==> config.mk <==
export PLATFORM = sky130hd
export DESIGN_NAME = multicycle_control_flat
export DESIGN_NICKNAME = d
export VERILOG_FILES = /design/src/rtl/multicycle_control_if.sv /design/src/rtl/multicycle_control.sv /design/src/flat_wrapper.sv
export SDC_FILE = /design/constraint.sdc
export NUM_CORES = 1
export LEC_CHECK = 0
export BUFFER_PORTS_ARGS = -buffer_cell sky130_fd_sc_hd__buf_2
export CORE_ASPECT_RATIO = 0.75
export CORE_MARGIN = 3
export CORE_UTILIZATION = 49
export DETAILED_ROUTE_END_ITERATION = 10
export PLACE_DENSITY_LB_ADDON = 0.12
export RECOVER_POWER = 100
export SYNTH_ARGS = -nofsm -noshare
export SYNTH_HDL_FRONTEND = slang
export SYNTH_SLANG_ARGS = --single-unit
==> constraint.sdc <==
create_clock -name clk -period 1.8 [get_ports clk]
set_input_delay 0.18 -clock clk [delete_from_list [all_inputs] [get_ports clk]]
set_output_delay 0.18 -clock clk [all_outputs]
set_load 0.1 [all_outputs]
==> src/rtl/multicycle_control_if.sv <==
// rtl/multicycle_control_if.sv - shared memory port handshake between control FSM and memory
interface multicycle_control_if;
    logic mem_req;
    logic mem_we;
    logic mem_ready;

    modport master (
        output mem_req,
        output mem_we,
        input  mem_ready
    );

    modport slave (
        input  mem_req,
        input  mem_we,
        output mem_ready
    );
endinterface

==> src/rtl/multicycle_control.sv <==
// rtl/multicycle_control.sv - femtoRV32 multi-cycle main control FSM (optional halt: MC_HALT_EN)
module multicycle_control #(
    parameter int STALL_CNT_W = 8,
    parameter int INSN_CNT_W  = 32
) (
    input  logic                  clk,
    input  logic                  rst,
    multicycle_control_if.master  bus,
    input  logic [4:0]            opcode,
    input  logic                  branch_taken,
    output logic                  ir_we,
    output logic                  pc_we,
    output logic [1:0]            pc_src,
    output logic [1:0]            alu_op,
    output logic                  alu_src,
    output logic                  reg_write,
    output logic [1:0]            wb_sel,
    output logic [2:0]            state,
    output logic                  mem_timeout,
    output logic [INSN_CNT_W-1:0] retired,
    output logic                  halted
);

    typedef enum logic [2:0] {
        S_FETCH  = 3'd0,
        S_DECODE = 3'd1,
        S_EXEC   = 3'd2,
        S_MEM    = 3'd3,
        S_WB     = 3'd4,
        S_HALT   = 3'd5
    } state_t;

    localparam logic [4:0] OP_R      = 5'b01100;
    localparam logic [4:0] OP_I      = 5'b00100;
    localparam logic [4:0] OP_LOAD   = 5'b00000;
    localparam logic [4:0] OP_STORE  = 5'b01000;
    localparam logic [4:0] OP_BRANCH = 5'b11000;
    localparam logic [4:0] OP_LUI    = 5'b01101;
    localparam logic [4:0] OP_AUIPC  = 5'b00101;
    localparam logic [4:0] OP_JAL    = 5'b11011;
    localparam logic [4:0] OP_JALR   = 5'b11001;
    localparam logic [4:0] OP_SYSTEM = 5'b11100;

    localparam logic [STALL_CNT_W-1:0] WD_MAX = '1;
    localparam logic [INSN_CNT_W-1:0]  ONE    = 1;

    state_t                 state_q, state_d;
    logic [4:0]             op_q;
    logic [STALL_CNT_W-1:0] wd_q, wd_d;

    logic req_r, we_r, ir_we_r, pc_we_r, alu_src_r, reg_write_r;
    logic [1:0] pc_src_r, alu_op_r, wb_sel_r;
    logic mem_wait_state, mem_enter;

    // State register, latched opcode, watchdog and retire counter
    always_ff @(posedge clk or posedge rst) begin
        if (rst) begin
            state_q     <= S_FETCH;
            op_q        <= 5'd0;
            wd_q        <= '0;
            mem_timeout <= 1'b0;
            retired     <= '0;
        end else begin
            state_q <= state_d;
            wd_q    <= wd_d;
            if (state_q == S_DECODE)
                op_q <= opcode;
            if (wd_d == WD_MAX)
                mem_timeout <= 1'b1;
            if (pc_we_r)
                retired <= retired + ONE;
        end
    end

    // Next state and raw strobes decoded from state and the latched opcode
    always_comb begin
        state_d     = state_q;
        req_r       = 1'b0;
        we_r        = 1'b0;
        ir_we_r     = 1'b0;
        pc_we_r     = 1'b0;
        pc_src_r    = 2'b00;
        alu_op_r    = 2'b00;
        alu_src_r   = 1'b0;
        reg_write_r = 1'b0;
        wb_sel_r    = 2'b00;
        case (state_q)
            S_FETCH: begin
                req_r = 1'b1;
                if (bus.mem_ready) begin
                    ir_we_r = 1'b1;
                    state_d = S_DECODE;
                end
            end
            S_DECODE: begin
                state_d = S_EXEC;
`ifdef MC_HALT_EN
                if (opcode == OP_SYSTEM)
                    state_d = S_HALT;
`endif
            end
            S_EXEC: begin
                state_d = S_FETCH;
                case (op_q)
                    OP_R: begin
                        alu_op_r = 2'b10;
                        state_d  = S_WB;
                    end
                    OP_I: begin
                        alu_op_r  = 2'b10;
                        alu_src_r = 1'b1;
                        state_d   = S_WB;
                    end
                    OP_LUI, OP_AUIPC: begin
                        alu_src_r = 1'b1;
                        state_d   = S_WB;
                    end
                    OP_LOAD, OP_STORE: begin
                        alu_src_r = 1'b1;
                        state_d   = S_MEM;
                    end
                    OP_BRANCH: begin
                        alu_op_r = 2'b01;
                        pc_we_r  = 1'b1;
                        pc_src_r = branch_taken ? 2'b01 : 2'b00;
                    end
                    OP_JAL: begin
                        pc_we_r     = 1'b1;
                        pc_src_r    = 2'b01;
                        reg_write_r = 1'b1;
                        wb_sel_r    = 2'b10;
                    end
                    OP_JALR: begin
                        alu_src_r   = 1'b1;
                        pc_we_r     = 1'b1;
                        pc_src_r    = 2'b10;
                        reg_write_r = 1'b1;
                        wb_sel_r    = 2'b10;
                    end
                    default: pc_we_r = 1'b1;  // FENCE, SYSTEM, undefined: retire as NOP
                endcase
            end
            S_MEM: begin
                req_r     = 1'b1;
                we_r      = (op_q == OP_STORE);
                alu_src_r = 1'b1;
                if (bus.mem_ready) begin
                    if (op_q == OP_STORE) begin
                        pc_we_r = 1'b1;
                        state_d = S_FETCH;
                    end else begin
                        state_d = S_WB;
                    end
                end
            end
            S_WB: begin
                reg_write_r = 1'b1;
                wb_sel_r    = (op_q == OP_LOAD) ? 2'b01 : 2'b00;
                pc_we_r     = 1'b1;
                state_d     = S_FETCH;
            end
`ifdef MC_HALT_EN
            S_HALT: state_d = S_HALT;
`endif
            default: state_d = S_FETCH;
        endcase
    end

    // Watchdog next value: restart on each new access or completion, else count up and saturate
    always_comb begin
        mem_wait_state = (state_q == S_FETCH) || (state_q == S_MEM);
        mem_enter      = ((state_d == S_FETCH) || (state_d == S_MEM)) && (state_d != state_q);
        wd_d           = wd_q;
        if (mem_enter || (mem_wait_state && bus.mem_ready))
            wd_d = '0;
        else if (mem_wait_state && (wd_q != WD_MAX))
            wd_d = wd_q + 1'b1;
    end

    // Strobes are held low for the whole time reset is asserted
    always_comb begin
        bus.mem_req = req_r & ~rst;
        bus.mem_we  = we_r & ~rst;
        ir_we       = ir_we_r & ~rst;
        pc_we       = pc_we_r & ~rst;
        pc_src      = rst ? 2'b00 : pc_src_r;
        alu_op      = rst ? 2'b00 : alu_op_r;
        alu_src     = alu_src_r & ~rst;
        reg_write   = reg_write_r & ~rst;
        wb_sel      = rst ? 2'b00 : wb_sel_r;
        state       = state_q;
`ifdef MC_HALT_EN
        halted      = (state_q == S_HALT);
`else
        halted      = 1'b0;
`endif
    end

endmodule

==> src/flat_wrapper.sv <==
// flat-port wrapper written by rule: the top's interface ports become plain ports
module multicycle_control_flat 
#(
    parameter int STALL_CNT_W = 8,
    parameter int INSN_CNT_W  = 32
)
  (clk, rst, opcode, branch_taken, ir_we, pc_we, pc_src, alu_op, alu_src, reg_write, wb_sel, state, mem_timeout, retired, halted, bus_mem_req, bus_mem_we, bus_mem_ready);
  multicycle_control_if bus_i ();
  input  logic clk;
  input  logic rst;
  input  logic [4:0] opcode;
  input  logic branch_taken;
  output logic ir_we;
  output logic pc_we;
  output logic [1:0] pc_src;
  output logic [1:0] alu_op;
  output logic alu_src;
  output logic reg_write;
  output logic [1:0] wb_sel;
  output logic [2:0] state;
  output logic mem_timeout;
  output logic [INSN_CNT_W-1:0] retired;
  output logic halted;
  output wire logic [$bits(bus_i.mem_req)-1:0] bus_mem_req;
  output wire logic [$bits(bus_i.mem_we)-1:0] bus_mem_we;
  input wire logic [$bits(bus_i.mem_ready)-1:0] bus_mem_ready;
  assign bus_mem_req = bus_i.mem_req;
  assign bus_mem_we = bus_i.mem_we;
  assign bus_i.mem_ready = bus_mem_ready;
  multicycle_control #(.STALL_CNT_W(STALL_CNT_W), .INSN_CNT_W(INSN_CNT_W)) u_core (.clk(clk), .rst(rst), .bus(bus_i), .opcode(opcode), .branch_taken(branch_taken), .ir_we(ir_we), .pc_we(pc_we), .pc_src(pc_src), .alu_op(alu_op), .alu_src(alu_src), .reg_write(reg_write), .wb_sel(wb_sel), .state(state), .mem_timeout(mem_timeout), .retired(retired), .halted(halted));
endmodule
==> metrics.csv, run 1 <==
stage,metric,value,unit
cells_and_area,share of cells above drive strength 1,0.592,
synthesis,Syn. warnings,0,
worst_setup_path,CP Capture Type,flip-flop,
route,DR vias/cell,5.47,
worst_setup_path,Startpoint Class,flip-flop,
cells_and_area,Final nets,397,
min_path,Min-Delay Path Class,in -> reg,
power_and_ir_drop,Lkg Pwr,2.13,nW
route,DRT Pass-1 Iters,5,
placed_design,RD Place Congestion,0.838,
route,First DRT Iteration DRCs,95,
power_and_ir_drop,pwr dens,1360,nW/um^2
synthesis,Most used DFF post-synth,dfrtp_1,
timing,max_slew headroom,0.376,
timing,Final Cycle Share,1.17,
cells_and_area,"commonest non-fill, non-tap cells in the layout","45 x buf_4, 44 x buf_2, 26 x nand2_1",
cells_and_area,final cell count without fillers,459,
timing,Pins Over Slew Limit,0,
floorplan,Die Y-Extent,69.7,um
route,vias,2512,
synthesis,top cell type's share of synthesized area,0.463,
cells_and_area,ANT cells,0,
power_and_ir_drop,clock power share,0.130,
cells_and_area,# fillers,246,
clock_tree,H-tree lvl count,2,
worst_setup_path,crit-path max FO,5,
grt,Global Route Usage Sum,0.260,
clock_tree,total CTS buffers,5,
synthesis,ys async rst share,1.00,
route,ANT nets after route,0,
timing,unrepaired setup endpoints after global routing,true,
grt,first-pass GRT wire length,12900,um
clock_tree,worst skew pair latency,300,ps
grt,initial antenna violation count,0,
power_and_ir_drop,Internal,3.13,mW
power_and_ir_drop,Comb power frac,0.607,
grt,GRT overflow,0,
synthesis,"Net Count, Synth",274,
cells_and_area,"Design Area, Final",4370,sq um
worst_setup_path,Crit Path Class,reg -> reg,
floorplan,IO Count,58,
power_and_ir_drop,worst vdd ir,1470,uV
floorplan,Core ar.,5060,sq um
grt,vias in the first global route,2552,
synthesis,Post-Syn Instances,263,
synthesis,sequential-to-total area share from yosys stat,0.463,
clock_tree,CTS tree,done,
route,Residual DRC,0,
outcome,failing checks,setup timing,
clock_tree,# clock sinks,49,
synthesis,post-synth top area cell,dfrtp_1,
cells_and_area,"most common cell after layout, fill and taps aside",buf_4,
timing,clock skew,4.95,ps
synthesis,flop and latch count out of synthesis,49,
outcome,status,finished with violations,
clock_tree,CTS Hold Bufs,0,
power_and_ir_drop,Flop pwr share,0.263,
timing,f_max,474,MHz
placed_design,dpl cells,425,
cells_and_area,P&R area growth vs syn,65.0,%
floorplan,die width,90.9,um
worst_setup_path,register-to-register setup slack,-310,ps
timing,Setup WS post-layout,-310,ps
timing,crit path time final,2110,ps
timing,Final Setup Violations,41,
cells_and_area,fin util,0.863,
clock_tree,CTS clock-pin slew for the worst setup and hold paths,90,ps
floorplan,Die ar.,6340,sq um
worst_setup_path,CP arrival,2290,ps
floorplan,initial core utilization,0.523,
timing,Worst-Margin Slew,936,ps
worst_setup_path,CP required,1980,ps
run,max-cap violations,0,
clock_tree,clk root buf,clkbuf_8,
placed_design,PortBufs,56,
synthesis,Netlist cell types,51,
route,post-detailed-routing wire length,8810,um
timing,Sum Neg Setup Slack,-7860,ps
floorplan,# rows,22,
synthesis,Post-synth EDFFs,0,
synthesis,post-synthesis area per instance,10.1,sq um
timing,Fin. Hold Viols,0,
synthesis,"Cell Area, Synth",2650,sq um
grt,pin count of the biggest net entering global routing,31,
placed_design,Final HPWL DP,4800,um
synthesis,most area-consuming cells after synthesis,"dfrtp_1 46%, xor2_1 5.9%, xnor2_1 5.3%",
power_and_ir_drop,Switching Share,0.474,
placed_design,Post-DP Area,3810,sq um
power_and_ir_drop,NetSw,2.83,mW
clock_tree,worst-case clock buffer depth,2,
route,WL per Instance,19.2,um
-- power by group through the flow --
stage / logic (mW) / clock network [mW] / registers, mW
final: 3.61 / 0.773 / 1.57
after floorplan: 1.45 / 0 / 2.11
after CTS: 3.17 / 0.783 / 1.52
after detailed placement: 2.86 / 0 / 1.55
after global routing: 3.78 / 0.830 / 1.59
after global placement: 2.80 / 0 / 1.55
-- final timing paths --
kind                               startpoint                  to  cells past startpoint
min                                 opcode[2]      u_core.op_q[2]                      3
max in group asynchronous                 rst  u_core.retired[11]                      3
max                           u_core.state[2]  u_core.retired[23]                      8
max reg2reg                   u_core.state[2]  u_core.retired[23]                      8
min reg2reg                u_core.mem_timeout  u_core.mem_timeout                      1
min in group asynchronous                 rst      u_core.op_q[2]                      2
-- Yosys cell counts, drive strengths merged, types with 3 or more instances --
| master | n |
|---|---|
| a31oi | 5 |
| o21ai | 3 |
| a311oi | 3 |
| and3 | 3 |
| nand4 | 7 |
| mux2 | 5 |
| nand3 | 10 |
| buf | 8 |
| a21oi | 4 |
| inv | 13 |
| dfrtp | 49 |
| xnor2 | 16 |
| xor2 | 18 |
| nor2 | 27 |
| or2 | 4 |
| nand2b | 4 |
| nor4 | 8 |
| nand2 | 30 |
| nor3 | 20 |
-- registers in the layout (all words and copies together) (netlist names) --
register / flops
u_core.state: 3
u_core.retired: 32
u_core.wd_q: 8
u_core.mem_timeout: 1
u_core.op_q: 5
-- cells by family after synthesis --
family | Yosys count | share of synthesized area
AND/OR/NAND/NOR | 124 | 0.275
AO/OA/AOI/OAI | 23 | 0.0685
multiplexers | 7 | 0.0288
adder cells (fa/ha/maj) | 2 | 0.00944
flip-flops | 49 | 0.463
other | 1 | 0.00142
XOR/XNOR | 34 | 0.112
buffers and inverters | 23 | 0.0416
-- stage by stage --
stage          power (mW)  setup slack (ps)  hold WS, ps
6_report             5.96              -310         89.6
2_1_floorplan        3.56              -460          285
4_1_cts              5.48              -223         50.4
5_1_grt              6.21              -378          104
3_3_place_gp         4.35              -202          367
3_5_place_dp         4.41              -294          361
-- layer usage --
layer | global-route usage | up-vias | wire (um)
li1 | - | 1147 | -
met1 | 0.329 | 1251 | 3630
met2 | 0.434 | 96 | 4510
met3 | 0.0586 | 18 | 516
met4 | 0.100 | 0 | 163
met5 | 0 | - | 0
-- critical path, stage by stage, from the launching register on --
cell and delay (ps):
dfrtp_4 480, nand2b_4 180, a21o_1 200, a21oi_4 230, o2111ai_4 230, buf_6 220, buf_16 140, nor4_4 200
xnor2_1 110
-- cell type report --
class	instances	area [sq um]	share of cell area
Clock inverter	2	35.0	0.00801
Timing Repair Buffer	126	1100	0.252
Sequential cell	49	1280	0.293
Inverter	13	52.6	0.0120
Tap cell	72	90.1	0.0206
Multi-Input combinational cell	191	1740	0.398
Clock buffer	6	72.6	0.0166
-- timing repair --
action,4_1_cts,5_1_grt
pin swaps,30,34
setup endpoints to repair,34,45
buffers inserted,17,9
cloned,1,0
gates resized for setup,37,23
No activity file was read; power rests on OpenSTA's default activity.
==> run 2, diff against run 1 <==
--- a/config.mk
+++ b/config.mk
@@ -8,10 +8,11 @@
 export BUFFER_PORTS_ARGS = -buffer_cell sky130_fd_sc_hd__buf_2
 export CORE_ASPECT_RATIO = 0.75
 export CORE_MARGIN = 3
-export CORE_UTILIZATION = 49
+export CORE_UTILIZATION = 51
 export DETAILED_ROUTE_END_ITERATION = 10
-export PLACE_DENSITY_LB_ADDON = 0.12
+export PLACE_DENSITY_LB_ADDON = 0.25
 export RECOVER_POWER = 100
+export SKIP_LAST_GASP = 1
 export SYNTH_ARGS = -nofsm -noshare
 export SYNTH_HDL_FRONTEND = slang
 export SYNTH_SLANG_ARGS = --single-unit
==> constraint.sdc (replaced) <==
create_clock -name clk -period 2 [get_ports clk]
set_input_delay 0.2 -clock clk [delete_from_list [all_inputs] [get_ports clk]]
set_output_delay 0.2 -clock clk [all_outputs]
set_load 0.1 [all_outputs]
==> metrics.csv, run 2 (synthesis results as in run 1) <==
stage,metric,value,unit,change
cells_and_area,max reg flops,32,,unchanged
grt,GRT overflow,0,,unchanged
cells_and_area,Largest regs,"u_core.retired (32), u_core.wd_q (8), u_core.op_q (5)",,
worst_setup_path,CP max stage delay,420,ps,-60 ps
route,DRT Pass-1 Iters,4,,-1
clock_tree,# clock sinks,49,,unchanged
cells_and_area,Final nets,374,,-5.8%
clock_tree,CTS Hold Bufs,0,,unchanged
clock_tree,worst-case clock buffer depth,2,,unchanged
timing,Final Cycle Share,1.04,,
cells_and_area,"most common cell after layout, fill and taps aside",buf_2,,
clock_tree,CTS tree,done,,
clock_tree,CTS clock-pin slew for the worst setup and hold paths,90,ps,about the same
worst_setup_path,crit-path max FO,4,,-1
clock_tree,worst skew pair latency,300,ps,about the same
timing,Pins Over Slew Limit,0,,unchanged
timing,clock skew,7.27,ps,+2.32 ps
grt,pin count of the biggest net entering global routing,20,,-35%
route,First DRT Iteration DRCs,132,,+39%
floorplan,Die Y-Extent,68.4,um,-1.8%
floorplan,IO Count,58,,unchanged
worst_setup_path,Crit path max-delay family,simple AND/OR/NAND/NOR gates,,
timing,f_max,482,MHz,
timing,Worst-Margin Slew,1030,ps,+89.7 ps
placed_design,RD Place Congestion,0.828,,-1.2%
power_and_ir_drop,pwr dens,1180,nW/um^2,-13%
timing,crit path time final,2080,ps,
cells_and_area,"commonest non-fill, non-tap cells in the layout","44 x buf_2, 39 x buf_4, 26 x nand2_1, 26 x dfrtp_1, 18 x xor2_1",,
cells_and_area,Largest Register,u_core.retired,,
route,DR vias/cell,5.52,,+0.80%
outcome,status,finished with violations,,
placed_design,pre-CTS setup slack,-4.14,ps,+290 ps
grt,Global Route Usage Sum,0.213,,-0.0467
worst_setup_path,CP arrival,1880,ps,-410 ps
timing,Fin. Hold Viols,0,,unchanged
placed_design,PortBufs,56,,unchanged
cells_and_area,P&R area growth vs syn,49.1,%,
worst_setup_path,Startpoint Class,flip-flop,,
floorplan,# rows,22,,unchanged
route,WL per Instance,16.5,um,-14%
timing,unrepaired setup endpoints after global routing,true,,
power_and_ir_drop,Lkg Pwr,1.88,nW,-12%
clock_tree,clk root buf,clkbuf_8,,
cells_and_area,ANT cells,0,,unchanged
timing,Final Setup Violations,5,,-88%
worst_setup_path,CP required,1800,ps,-180 ps
min_path,Min-Delay Path Class,in -> async,,
floorplan,initial core utilization,0.535,,+0.0116
placed_design,Final HPWL DP,4780,um,-0.48%
floorplan,Core ar.,4950,sq um,-2.2%
cells_and_area,"Design Area, Final",3950,sq um,-9.7%
outcome,failing checks,setup timing,,
grt,vias in the first global route,2152,,-16%
route,post-detailed-routing wire length,6980,um,-21%
worst_setup_path,slowest CP cell,dfrtp_1,,
timing,max_slew headroom,0.316,,-0.0598
worst_setup_path,Critical path buffers and inverters,2,,unchanged
floorplan,Die ar.,6110,sq um,-3.6%
worst_setup_path,"critical path, cell by cell",buf_4 -> nor2_1 -> a21o_1 -> a21oi_4 -> nor2_2 -> nor2_4 -> buf_12,,
clock_tree,H-tree lvl count,2,,unchanged
power_and_ir_drop,worst vdd ir,1340,uV,-8.9%
route,vias,2339,,-6.9%
route,Residual DRC,0,,unchanged
cells_and_area,share of cells above drive strength 1,0.533,,-0.0588
placed_design,Post-DP Area,3650,sq um,-4.3%
worst_setup_path,CP Capture Type,output port,,
floorplan,die width,89.2,um,-1.8%
run,max-cap violations,0,,unchanged
worst_setup_path,Crit Path Class,reg -> out,,
cells_and_area,# fillers,283,,+15%
grt,first-pass GRT wire length,10100,um,-22%
route,ANT nets after route,0,,unchanged
grt,initial antenna violation count,0,,unchanged
timing,Setup WS post-layout,-75.8,ps,+234 ps
clock_tree,total CTS buffers,5,,unchanged
-- run 2: cell count changes in the layout (fill, tap and decap cells not counted), sizes merged --
cell | before | now
clkbuf | 7 | 12
clkinv | 1 | 0
bufinv | 1 | 0
buf | 125 | 99
-- run 2: power breakdown --
part	switching [mW]	total (mW)	internal, mW
logic	1.76	2.68	0.917
registers	0.204	1.36	1.16
clock network	0.330	0.613	0.283
-- run 2: area by class of cell --
cell class | count | area, sq um | share of cell area
Inverter | 13 | 52.6 | 0.0133
Timing Repair Buffer | 103 | 827 | 0.209
Tap cell | 60 | 75.1 | 0.0190
Clock buffer | 8 | 90.1 | 0.0228
Multi-Input combinational cell | 191 | 1630 | 0.413
Sequential cell | 49 | 1270 | 0.322
-- run 2: layer usage --
layer	global-route usage	up-vias	share of wire
met2	0.331	67	0.50
met5	0	-	0
met3	0.0481	9	0.055
met1	0.305	1162	0.43
met4	0.0446	0	0.0097
li1	-	1101	-
-- run 2: metrics by stage --
stage	util	std cells	hold WS, ps	power, mW	TNS, ps
6_report	0.797	424	25.6	4.66	-152
2_1_floorplan	-	263	305	3.19	-5320
3_5_place_dp	0.737	399	348	3.83	-4.14
4_1_cts	0.762	408	40.6	4.47	-33.5
3_3_place_gp	0.737	399	347	3.78	0
5_1_grt	0.797	424	54.9	4.88	-2050
-- run 2: timing repair --
| item | in CTS | in global routing |
|---|---|---|
| setup endpoints to repair | 7 | 25 |
| pin swaps | 3 | 15 |
| gates resized for setup | 6 | 14 |
| setup buffers | 1 | 16 |
-- run 2: path summary, 6_finish.rpt --
path | start | slack [ps] | cells after the start | endpoint
min in group clk | opcode[2] | 120 | 3 | u_core.op_q[2]
max in group asynchronous | rst | 590 | 3 | u_core.retired[9]
worst min register to register | u_core.retired[31] | 470 | 1 | u_core.retired[31]
worst min-delay path | rst | 30 | 2 | u_core.state[0]
worst max register to register | u_core.state[2] | -50 | 7 | u_core.retired[27]
worst max-delay path | u_core.op_q[4] | -80 | 7 | pc_we
